**src/rtl/input_conditioner.sv**
```systemverilog
// input_conditioner
// Conditions the raw, asynchronous mode switch for the ROM-based state
// machine. The switch is synchronised with two flops, debounced by a
// four-state qualification FSM, and presented as a clean level `a_out`.
// The block also drives one-cycle edge pulses, a busy flag and a
// saturating press counter.
//
// Optional feature macro: A_TOGGLE_EN
//   undefined : a_out follows the debounced level (level mode)
//   defined   : a_out is a toggle register that flips on every accepted rise
module input_conditioner #(
    parameter int DEBOUNCE_CYCLES = 4,
    parameter int CNT_W           = 8
) (
    input  logic             clk,
    input  logic             res,
    input  logic             btn_raw,
    input  logic             clr_cnt,
    output logic             a_out,
    output logic             rise,
    output logic             fall,
    output logic             busy,
    output logic [CNT_W-1:0] press_cnt
);

    typedef enum logic [1:0] {
        IDLE_LO = 2'd0,
        WAIT_HI = 2'd1,
        IDLE_HI = 2'd2,
        WAIT_LO = 2'd3
    } state_t;

    localparam logic [7:0]       DEB_LIMIT = 8'(DEBOUNCE_CYCLES);
    localparam logic [CNT_W-1:0] CNT_MAX   = '1;

    logic             s1_q;
    logic             s2_q;
    state_t           state_q;
    state_t           state_d;
    logic [7:0]       q_q;
    logic [7:0]       q_d;
    logic             stable_q;
    logic             stable_d;
    logic             rise_q;
    logic             rise_d;
    logic             fall_q;
    logic             fall_d;
    logic [CNT_W-1:0] press_cnt_q;
    logic [CNT_W-1:0] press_cnt_d;

    // Two-flop synchroniser bringing the asynchronous switch into clk.
    always_ff @(posedge clk) begin
        if (!res) begin
            s1_q <= 1'b0;
            s2_q <= 1'b0;
        end else begin
            s1_q <= btn_raw;
            s2_q <= s1_q;
        end
    end

    // FSM state register together with the qualification counter,
    // debounced level and the registered edge pulses.
    always_ff @(posedge clk) begin
        if (!res) begin
            state_q  <= IDLE_LO;
            q_q      <= 8'd0;
            stable_q <= 1'b0;
            rise_q   <= 1'b0;
            fall_q   <= 1'b0;
        end else begin
            state_q  <= state_d;
            q_q      <= q_d;
            stable_q <= stable_d;
            rise_q   <= rise_d;
            fall_q   <= fall_d;
        end
    end

    // Next-state logic: a candidate level must be seen on DEBOUNCE_CYCLES+1
    // consecutive synchronised samples before it is accepted.
    always_comb begin
        state_d  = state_q;
        q_d      = q_q;
        stable_d = stable_q;
        rise_d   = 1'b0;
        fall_d   = 1'b0;
        unique case (state_q)
            IDLE_LO: begin
                if (s2_q) begin
                    state_d = WAIT_HI;
                    q_d     = 8'd1;
                end
            end
            WAIT_HI: begin
                if (!s2_q) begin
                    state_d = IDLE_LO;
                    q_d     = 8'd0;
                end else if (q_q == DEB_LIMIT) begin
                    state_d  = IDLE_HI;
                    q_d      = 8'd0;
                    stable_d = 1'b1;
                    rise_d   = 1'b1;
                end else begin
                    q_d = q_q + 8'd1;
                end
            end
            IDLE_HI: begin
                if (!s2_q) begin
                    state_d = WAIT_LO;
                    q_d     = 8'd1;
                end
            end
            WAIT_LO: begin
                if (s2_q) begin
                    state_d = IDLE_HI;
                    q_d     = 8'd0;
                end else if (q_q == DEB_LIMIT) begin
                    state_d  = IDLE_LO;
                    q_d      = 8'd0;
                    stable_d = 1'b0;
                    fall_d   = 1'b1;
                end else begin
                    q_d = q_q + 8'd1;
                end
            end
            default: begin
                state_d = IDLE_LO;
                q_d     = 8'd0;
            end
        endcase
    end

    // Output decode: busy while a candidate change is being qualified.
    always_comb begin
        busy = (state_q == WAIT_HI) || (state_q == WAIT_LO);
    end

    // Press counter next value: clear has priority over a same-edge rise,
    // and the count sticks at its maximum.
    always_comb begin
        press_cnt_d = press_cnt_q;
        if (clr_cnt) begin
            press_cnt_d = '0;
        end else if (rise_d && (press_cnt_q != CNT_MAX)) begin
            press_cnt_d = press_cnt_q + 1'b1;
        end
    end

    // Press counter register, counting on the accepting edge of each rise.
    always_ff @(posedge clk) begin
        if (!res) begin
            press_cnt_q <= '0;
        end else begin
            press_cnt_q <= press_cnt_d;
        end
    end

`ifdef A_TOGGLE_EN
    logic toggle_q;

    // Toggle register: each accepted rise flips the mode seen by the FSM.
    always_ff @(posedge clk) begin
        if (!res) begin
            toggle_q <= 1'b0;
        end else if (rise_d) begin
            toggle_q <= ~toggle_q;
        end
    end

    assign a_out = toggle_q;
`else
    assign a_out = stable_q;
`endif

    assign rise      = rise_q;
    assign fall      = fall_q;
    assign press_cnt = press_cnt_q;

endmodule

```
**config.mk**
```make
export PLATFORM = sky130hd
export DESIGN_NAME = input_conditioner
export DESIGN_NICKNAME = d
export VERILOG_FILES = /design/src/rtl/input_conditioner.sv
export SDC_FILE = /design/constraint.sdc
export NUM_CORES = 1
export LEC_CHECK = 0
export ABC_AREA = 0
export BUFFER_PORTS_ARGS = -buffer_cell sky130_fd_sc_hd__clkbuf_2
export CAP_MARGIN = 25
export CORE_ASPECT_RATIO = 1.1
export CORE_MARGIN = 10
export CORE_UTILIZATION = 55
export CTS_CLUSTER_DIAMETER = 50
export DETAILED_ROUTE_END_ITERATION = 8
export PLACE_DENSITY = 0.79
export REMOVE_ABC_BUFFERS = 1
export SETUP_SLACK_MARGIN = 0.4
export SLEW_MARGIN = 20
export SYNTH_ARGS = -nofsm -noshare
export SYNTH_HDL_FRONTEND = slang
export SYNTH_SLANG_ARGS = --single-unit
```
**constraint.sdc**
```tcl
create_clock -name clk -period 2.3 [get_ports clk]
set_input_delay 0.115 -clock clk [delete_from_list [all_inputs] [get_ports clk]]
set_output_delay 0.115 -clock clk [all_outputs]
set_load 0.1 [all_outputs]
```
# --- After elaboration in Yosys (flattened, before gate mapping) ---
# Index checks and enable logic that the tools add are counted.
totals:
  rom_bits: 0
  memories: 0
  word_cells: 55
  ff_bits: 23
  latchBits: 0
  ram_bits: 0
  in_bits: 4
classes:
  eq_ne: 13
  mux: 21
  div_mod_pow: 0
  order_cmp: 0
  n_bitwise: 2
  reduce_logical: 9
  shift: 0
  n_mul: 0
  n_addsub: 2
ops:
  columns: ["cell", "count"]
  rows:
  - ["$mux 8", 5]
  - ["$pmux 8 s4", 1]
  - ["$add 8x1->8 const B", 2]
  - ["$mux 2", 6]
  - ["$ne 2x2->1 const B", 6]
  - ["$eq 8x3->1 const B", 1]
  - ["$ne 8x8->1 const B", 1]
  - ["$pmux 2 s4", 1]
  - ["$mux 1", 7]
  - ["$ne 3x3->1 const B", 2]
  - ["$reduce_and 5->1", 1]
  - ["$eq 2x2->1 const B", 2]
  - ["$reduce_and 4->1", 1]
  - ["$reduce_or 3->1", 1]
  - ["$eq 2x1->1 const B", 1]
  - ["$logic_not 2->1", 1]
  - ["$not 1->1", 2]
  - ["$pmux 1 s2", 1]
  - ["$reduce_and 2->1", 1]
  - ["$reduce_bool 2->1", 1]
  - ["$reduce_or 2->1", 1]
  - ["$logic_and 1x1->1", 1]
  - ["$logic_or 1x1->1", 1]

# --- Depth between registers and ports, before layout ---
# Gate-level depths: netlist of the first run.
logic_depth:
  word_depth: 5
  ltp_mapped: 6
  depth_no_buf: 6

# --- Least setup slack after synthesis of the first run ---
# No wires, ideal clock.
synth_path:
  path_type: "register to register"
  from: "register press_cnt_q[0] (netlist: press_cnt[0])"
  to: "register press_cnt_q[1] (netlist: press_cnt[1])"
  path_slack_ps: 85
  required_time_ps: 2176
  path_stages_with_launch: 6
  n_path_buf: 0
  setup_time_ps: 124
  arrival_ps: 2091
  path_cell_list: "dfxtp_1 -> ha_1 -> nand4_1 -> o2111ai_4 -> mux2i_1 -> nor2_1"
synth_via:
  elab_chain_len: 2
synth_rtl:
  columns: ["item", "line", "text"]
  rows:
  - ["start: declaration", "48", "logic [CNT_W-1:0] press_cnt_q;"]
  - ["start signal: assignment", "155", "press_cnt_q <= press_cnt_d;"]
  - ["parallel branches: the longest is 2 deep, another holds $add 8x1->8", null, null]
# Parallel ways; which one is timed is not known.
# A chain may end at the register's enable or synchronous reset.

# --- Final worst setup path of the first run ---
layout_path:
  from: "register q_q[0]"
  to: "register q_q[7]"
layout_via:
  elab_chain_len: 4
layout_rtl:
  columns: ["item", "line", "text"]
  rows:
  - ["start: declaration", "40", "logic [7:0] q_q;"]
  - ["start signal: assignment", "73", "q_q <= q_d;"]
  - ["$add 8x1->8 or $eq 8x3->1 (tied branches)", null, null]
  - ["$mux 8 *", "99, 118", null]
  - ["$mux 8, on equally long branches", "115, 96", null]
  - ["$pmux 8 s4 *", "88", "unique case (state_q)"]
# Mark *: on every way between the ends. The rest lies on a longest branch, timed or not.

==> out/qor.txt, run 1 <==
outcome = finished clean
DRT Wirelength = 2.41 mm
Area after DPL = 1230 um^2
crit-path cells = inv_1, ha_1, or4b_1, o211a_1, o21ai_4, nor2_1
maxcap violations = 0
Post-route DRC = 0
die area = 4260 um^2
Setup TNS Final = 0 ns
grt ovf = 0
Synth Instances = 123
pre-CTS WS = 0.392 ns
post-placement cell count = 164
CTS buffer count = 3
critical path startpoint category = flip-flop
hold wc startpoint = res
Pwr Total = 0.000647 W
DR WL/cell = 13.8 um
Synth cell types = 39
main flop type after synthesis = dfxtp_1
design area = 1320 um^2
FMAX = 0.561 GHz
post-layout minimum cycle time = 1.78 ns
IO buf count = 15
unrepaired setup endpoints after global routing = false
flops & latches, synth = 23
final net count = 155
# IOs = 16
Worst Clk Skew = 0.00833 ns
relative slew slack = 0.638
Leakage = 0.530 nW
CP max FO = 6
P per Cell Area = 489 nW/um^2
period utilisation layout = 0.776
post-route ant nets = 0
Crit-path slowest cell = or4b_1
vias in the first global route = 917
Cell Area, Synth = 1120 um^2
H-tree levels = 1
Die X = 63.1 um
r2r startpoint = q_q[0]
core area = 1980 um^2
Post-synth EDFFs = 0
Crit Path Category = flip-flop to flip-flop
clock buffer depth = 2
CTS sink cnt = 23
Layout Cells excl Fill = 175
worst vdd ir = 0.000391 V
Initial Util = 0.569
Hold Path Class = input port to flip-flop
CP Launch Point = q_q[0]
Via Count = 1002
first-pass GRT wire length = 3.99 mm
Critical Path AT = 1.98 ns
area delta synth->final = 17.6%
Slowest Stage Delay on Critical Path = 0.48 ns
Initial DRC Count = 25
share of layout cells above drive strength 1 = 0.231
clk slew on worst S/H paths = 0.13 ns
worst-margin pin slew = 0.546 ns
largest net degree at the start of global routing = 15
post-detail-place hpwl = 1.80 mm
Fin. Hold Viols = 0
worst skew pair latency = 0.30 ns
post-synthesis sequential area ratio = 0.409
num rows = 17
n_diodes = 0
via/cell ratio = 5.73
Synthesis Warnings = 0
Routability Congestion = 0.898
initial antenna violation count = 0
critical path capture point type = flip-flop
syn avg cell area = 9.14 um^2
final setup margin = 0.516 ns
Die Y = 67.4 um
overall routing resource usage = 0.111
Root Buffer Master = clkbuf_4
count of pins over their slew limit = 0
FFs w/ async S/R, synth = 0
final setup violation count = 0
CTS tree = done
first-pass iteration count of the detailed router = 4
CP required = 2.50 ns
[logic make-up after synthesis]
family,count (synthesis),synth area share
multiplexers,1,0.00890
flip-flops,23,0.409
XOR/XNOR,6,0.0534
AND/OR/NAND/NOR,51,0.276
AO/OA/AOI/OAI,30,0.189
adder cells (fa/ha/maj),3,0.0334
buffers and inverters,9,0.0300
[Yosys cell counts (3+ instances only)]
master / instances / area, um^2
or3_1: 4 / 25.0
ha_1: 3 / 37.5
nor2_1: 10 / 37.5
a21oi_1: 7 / 35.0
nand3_1: 7 / 35.0
inv_1: 6 / 22.5
and3_1: 7 / 43.8
xor2_1: 5 / 43.8
dfxtp_1: 23 / 460
o21ai_0: 8 / 40.0
nand2_1: 7 / 26.3
[registers in the layout (all words and copies together) (netlist names), named ones only]
register and cells:
press_cnt 8, q_q 8, a_out 1, fall 1, rise 1, s1_q 1, s2_q 1, state_q 1
[cell usage in the layout, fill, tap and decap left out, types with 3 or more instances in the layout]
cell	instances
or3_1	4
nor2_1	10
xor2_1	5
nand3_1	7
inv_1	6
nand2_1	7
and3_1	7
buf_4	7
dfxtp_1	22
clkbuf_4	3
o21ai_0	8
ha_1	3
clkbuf_2	15
a21oi_1	7
[worst max-delay path: cells and delay by family (launching register included)]
kind	cells	cell delay, ns
simple gates	2	0.56
compound gates	2	0.50
flops	1	0.37
fa+ha+maj	1	0.17
buf+inv	1	0.08
[where the power goes]
group / switching (W) / internal (W)
registers: 0.00000452 / 0.000404
logic: 0.0000393 / 0.0000177
clock network: 0.000117 / 0.0000648
[what timing repair did]
action                     4_1_cts  5_1_grt
hold buffers                     0        1
setup endpoints to repair        1        8
hold endpoints to repair         0        1
buffers inserted                 1        5
resized for setup                0        2
pin swaps                        1        2
[per-layer routing]
layer,up-vias,GRT usage,share of wire
li1,501,-,-
met1,488,0.117,0.43
met2,11,0.213,0.54
met3,2,0.0314,0.034
met4,0,0.0279,0.0037
met5,-,0,0
[cell type report]
cell class	count	area, um^2
Fill cell	174	656
Multi-Input combinational cell	91	638
Sequential cell	23	462
Timing Repair Buffer	23	138
Tap cell	28	35.0
Clock buffer	3	22.5
Inverter	6	22.5
Clock inverter	1	5.00
[path summary, 6_finish.rpt]
kind	to	slack [ns]	cells past startpoint
max	q_q[7]	0.52	6
min	q_q[0]	0.15	3
max reg2reg	q_q[7]	0.52	6
min reg2reg	s2_q	0.45	1
[per-stage QoR]
step / hold WS, ns / utilization
6_report: 0.152 / 0.669
4_1_cts: 0.00300 / 0.640
5_1_grt: 0.147 / 0.669
3_5_place_dp: 0.329 / 0.622
2_1_floorplan: 0.237 / -
3_3_place_gp: 0.327 / 0.622
No activity file was read; power rests on OpenSTA's default activity.
==> inputs of run 2 (changes only) <==
- ABC_AREA: 0 -> 1
- CORE_UTILIZATION: 55 -> 50
- PLACE_DENSITY: 0.79 -> 0.75
- clock period: 2.3 -> 1.6 ns (I/O delays scaled with it)
==> run 2 against run 1 <==
Critical path depth up 4. Sequential share of layout area down 6.0 points. Highest routed layer unchanged. Register-to-register slack worse by 0.32 ns. Die area rose by 14%. Largest power group unchanged. Largest cell class unchanged. Non-clock buffer count up 11. Via count grew 29%. Worst setup slack got worse by 0.32 ns.
==> out/qor.txt, run 2 <==
met1 GRT Util = 0.141
maxcap violations = 0
period utilisation layout = 0.875
Worst Reg-to-Reg Cells = 10
Critical Path AT = 1.66 ns
Routability Congestion = 0.850
Die X = 67.4 um
worst vdd ir = 0.000629 V
Synth cell types = 26
Synth Instances = 184
Crit-path slowest cell = dfxtp_2
FMAX = 0.714 GHz
Initial Util = 0.539
Slowest Stage Delay on Critical Path = 0.36 ns
FF-to-FF setup slack = 0.20 ns
area delta synth->final = 38.2%
Cell Area, Synth = 1240 um^2
DR WL/cell = 13.9 um
post-synthesis sequential area ratio = 0.372
Layout Cells excl Fill = 251
design area = 1710 um^2
n_diodes = 0
relative slew slack = 0.637
ranking of synthesized cells by area = dfxtp_1, nand2_1, inv_1
grt ovf = 0
CTS buffer count = 3
global routing's busiest layer = met2
Pwr Total = 0.000964 W
unrepaired setup endpoints after global routing = true
first-pass GRT wire length = 5.55 mm
Top cell by count, worst path = nand2_1
overall routing resource usage = 0.141
core area = 2300 um^2
flops & latches, synth = 23
post-detail-place hpwl = 2.06 mm
kind of cell adding the most delay to the critical path = simple AND/OR/NAND/NOR gates
clk slew on worst S/H paths = 0.14 ns
critical path startpoint category = flip-flop
Root Buffer Master = clkbuf_4
Post-synth EDFFs = 0
main flop type after synthesis = dfxtp_1
CTS tree = done
post-layout minimum cycle time = 1.40 ns
hold wc startpoint = res
CP required = 1.86 ns
commonest cells after routing, fill and taps aside = nand2_1, inv_1, buf_4
share of the synthesized area in the top cell type = 0.372
post-placement cell count = 228
met2 usage = 0.272
share of layout cells above drive strength 1 = 0.412
r2r startpoint = q_q[0]
P per Cell Area = 564 nW/um^2
hold slack = 0.0454 ns
Post-synth top cells = nand2_1, inv_1, nor2_1
outcome = finished clean
Hold Path Stages = 3
syn avg cell area = 6.73 um^2
met3 Usage GRT = 0.0246
vias in the first global route = 1285
Hold Path Class = input port to flip-flop
H-tree levels = 1
Via Count = 1290
CP max FO = 6
DRT Wirelength = 3.48 mm
FF-to-FF End = press_cnt[2]
clock buffer depth = 2
num rows = 18
CP bufs+invs = 1
worst-margin pin slew = 0.547 ns
via/cell ratio = 5.14
Leakage = 0.720 nW
initial antenna violation count = 0
final net count = 229
critical path capture point type = flip-flop
Worst Hold Path EP = s2_q
first-pass iteration count of the detailed router = 4
Worst Clk Skew = 0.00869 ns
Area after DPL = 1350 um^2
post-route ant nets = 0
final setup violation count = 0
Fin. Hold Viols = 0
Initial DRC Count = 74
# IOs = 16
crit-path cells = inv_2, ha_4, nand3_4, nor2_8, nand2_4, nor2_4, nand2_2, nand2_1, nand2_1, nor2_1
cell taking the most area after synthesis = dfxtp_1
worst skew pair latency = 0.31 ns
CTS sink cnt = 23
most common cell after layout, fill and taps aside = nand2_1
FFs w/ async S/R, synth = 0
Die Y = 72.2 um
Post-route DRC = 0
Crit Path Category = flip-flop to flip-flop
top-count cell post-synth = nand2_1
Setup TNS Final = 0 ns
largest net degree at the start of global routing = 14
die area = 4870 um^2
Synthesis Warnings = 0
IO buf count = 15
count of pins over their slew limit = 0
run 2: cell types whose count changed after synthesis, moves of 3 or more:
| cell | before | now |
|---|---|---|
| a21oi_1 | 7 | 12 |
| and3_1 | 7 | 0 |
| inv_1 | 6 | 29 |
| inv_2 | 0 | 3 |
| nand2_1 | 7 | 48 |
| nand2_2 | 0 | 5 |
| nor2_1 | 10 | 24 |
| nor3_1 | 1 | 4 |
| o21ai_0 | 8 | 3 |
| or3_1 | 4 | 0 |
| xor2_1 | 5 | 0 |
run 2: through the flow:
step / utilization / setup WS (ns)
finish: 0.745 / 0.200
global route: 0.745 / 0.0979
CTS: 0.693 / 0.293
detailed placement: 0.586 / 0.115
global placement: 0.586 / 0.195
floorplan: - / -0.408
run 2: logic make-up after synthesis:
family	Yosys count	synth area share
XOR/XNOR	1	0.00708
adder cells (fa/ha/maj)	3	0.0303
buffers and inverters	34	0.105
flip-flops	23	0.372
AND/OR/NAND/NOR	105	0.408
AO/OA/AOI/OAI	18	0.0768
run 2: area by class of cell:
class / instances / area, um^2
timing repair buffer: 34 / 249
sequential: 23 / 494
fill: 172 / 587
clock buffer: 3 / 22.5
inverter: 33 / 125
multi-input combinational: 127 / 777
tap: 30 / 37.5
clock inverter: 1 / 5.00
run 2: routing by layer:
layer  vias to the layer above  wire [um]  share of wire
met1                       595       1320           0.38
met3                        13        166          0.048
met2                        35       1910           0.55
met4                         0         89          0.026
li1                        647          -              -
met5                         -          0              0
run 2: worst register-to-register path: stages, from the launching register on:
cell and delay (ns):
dfxtp_2 0.36, inv_2 0.09, ha_4 0.15, nand3_4 0.08
nor2_8 0.15, nand2_4 0.07, nor2_4 0.13, nand2_2 0.08
nand2_1 0.08, nand2_1 0.06, nor2_1 0.10
run 2: report_power, final:
group | internal [W] | switching (W) | total (W)
clock network | 0.0000933 | 0.000184 | 0.000278
logic | 0.0000427 | 0.0000687 | 0.000111
registers | 0.000568 | 0.00000723 | 0.000575
run 2: worst max-delay path by stage:
| stage | startpoint | end | slack (ns) | cells after the start |
|---|---|---|---|---|
| floorplan | press_cnt[1] | press_cnt[1] | -0.41 | 8 |
| global placement | q_q[0] | press_cnt[5] | 0.20 | 9 |
| detailed placement | q_q[0] | flip-flop | 0.12 | 10 |
| CTS | q_q[0] | press_cnt[3] | 0.29 | 9 |
| global route | q_q[0] | press_cnt[2] | 0.1 | 10 |
| finish | q_q[0] | press_cnt[2] | 0.20 | 10 |
run 2: what timing repair did:
action	CTS	global route
resized for setup	52	16
hold endpoints to repair	1	0
pin swaps	8	6
hold buffers	1	0
buffers inserted	9	9
endpoints found under the setup margin	30	23
cloned	0	0
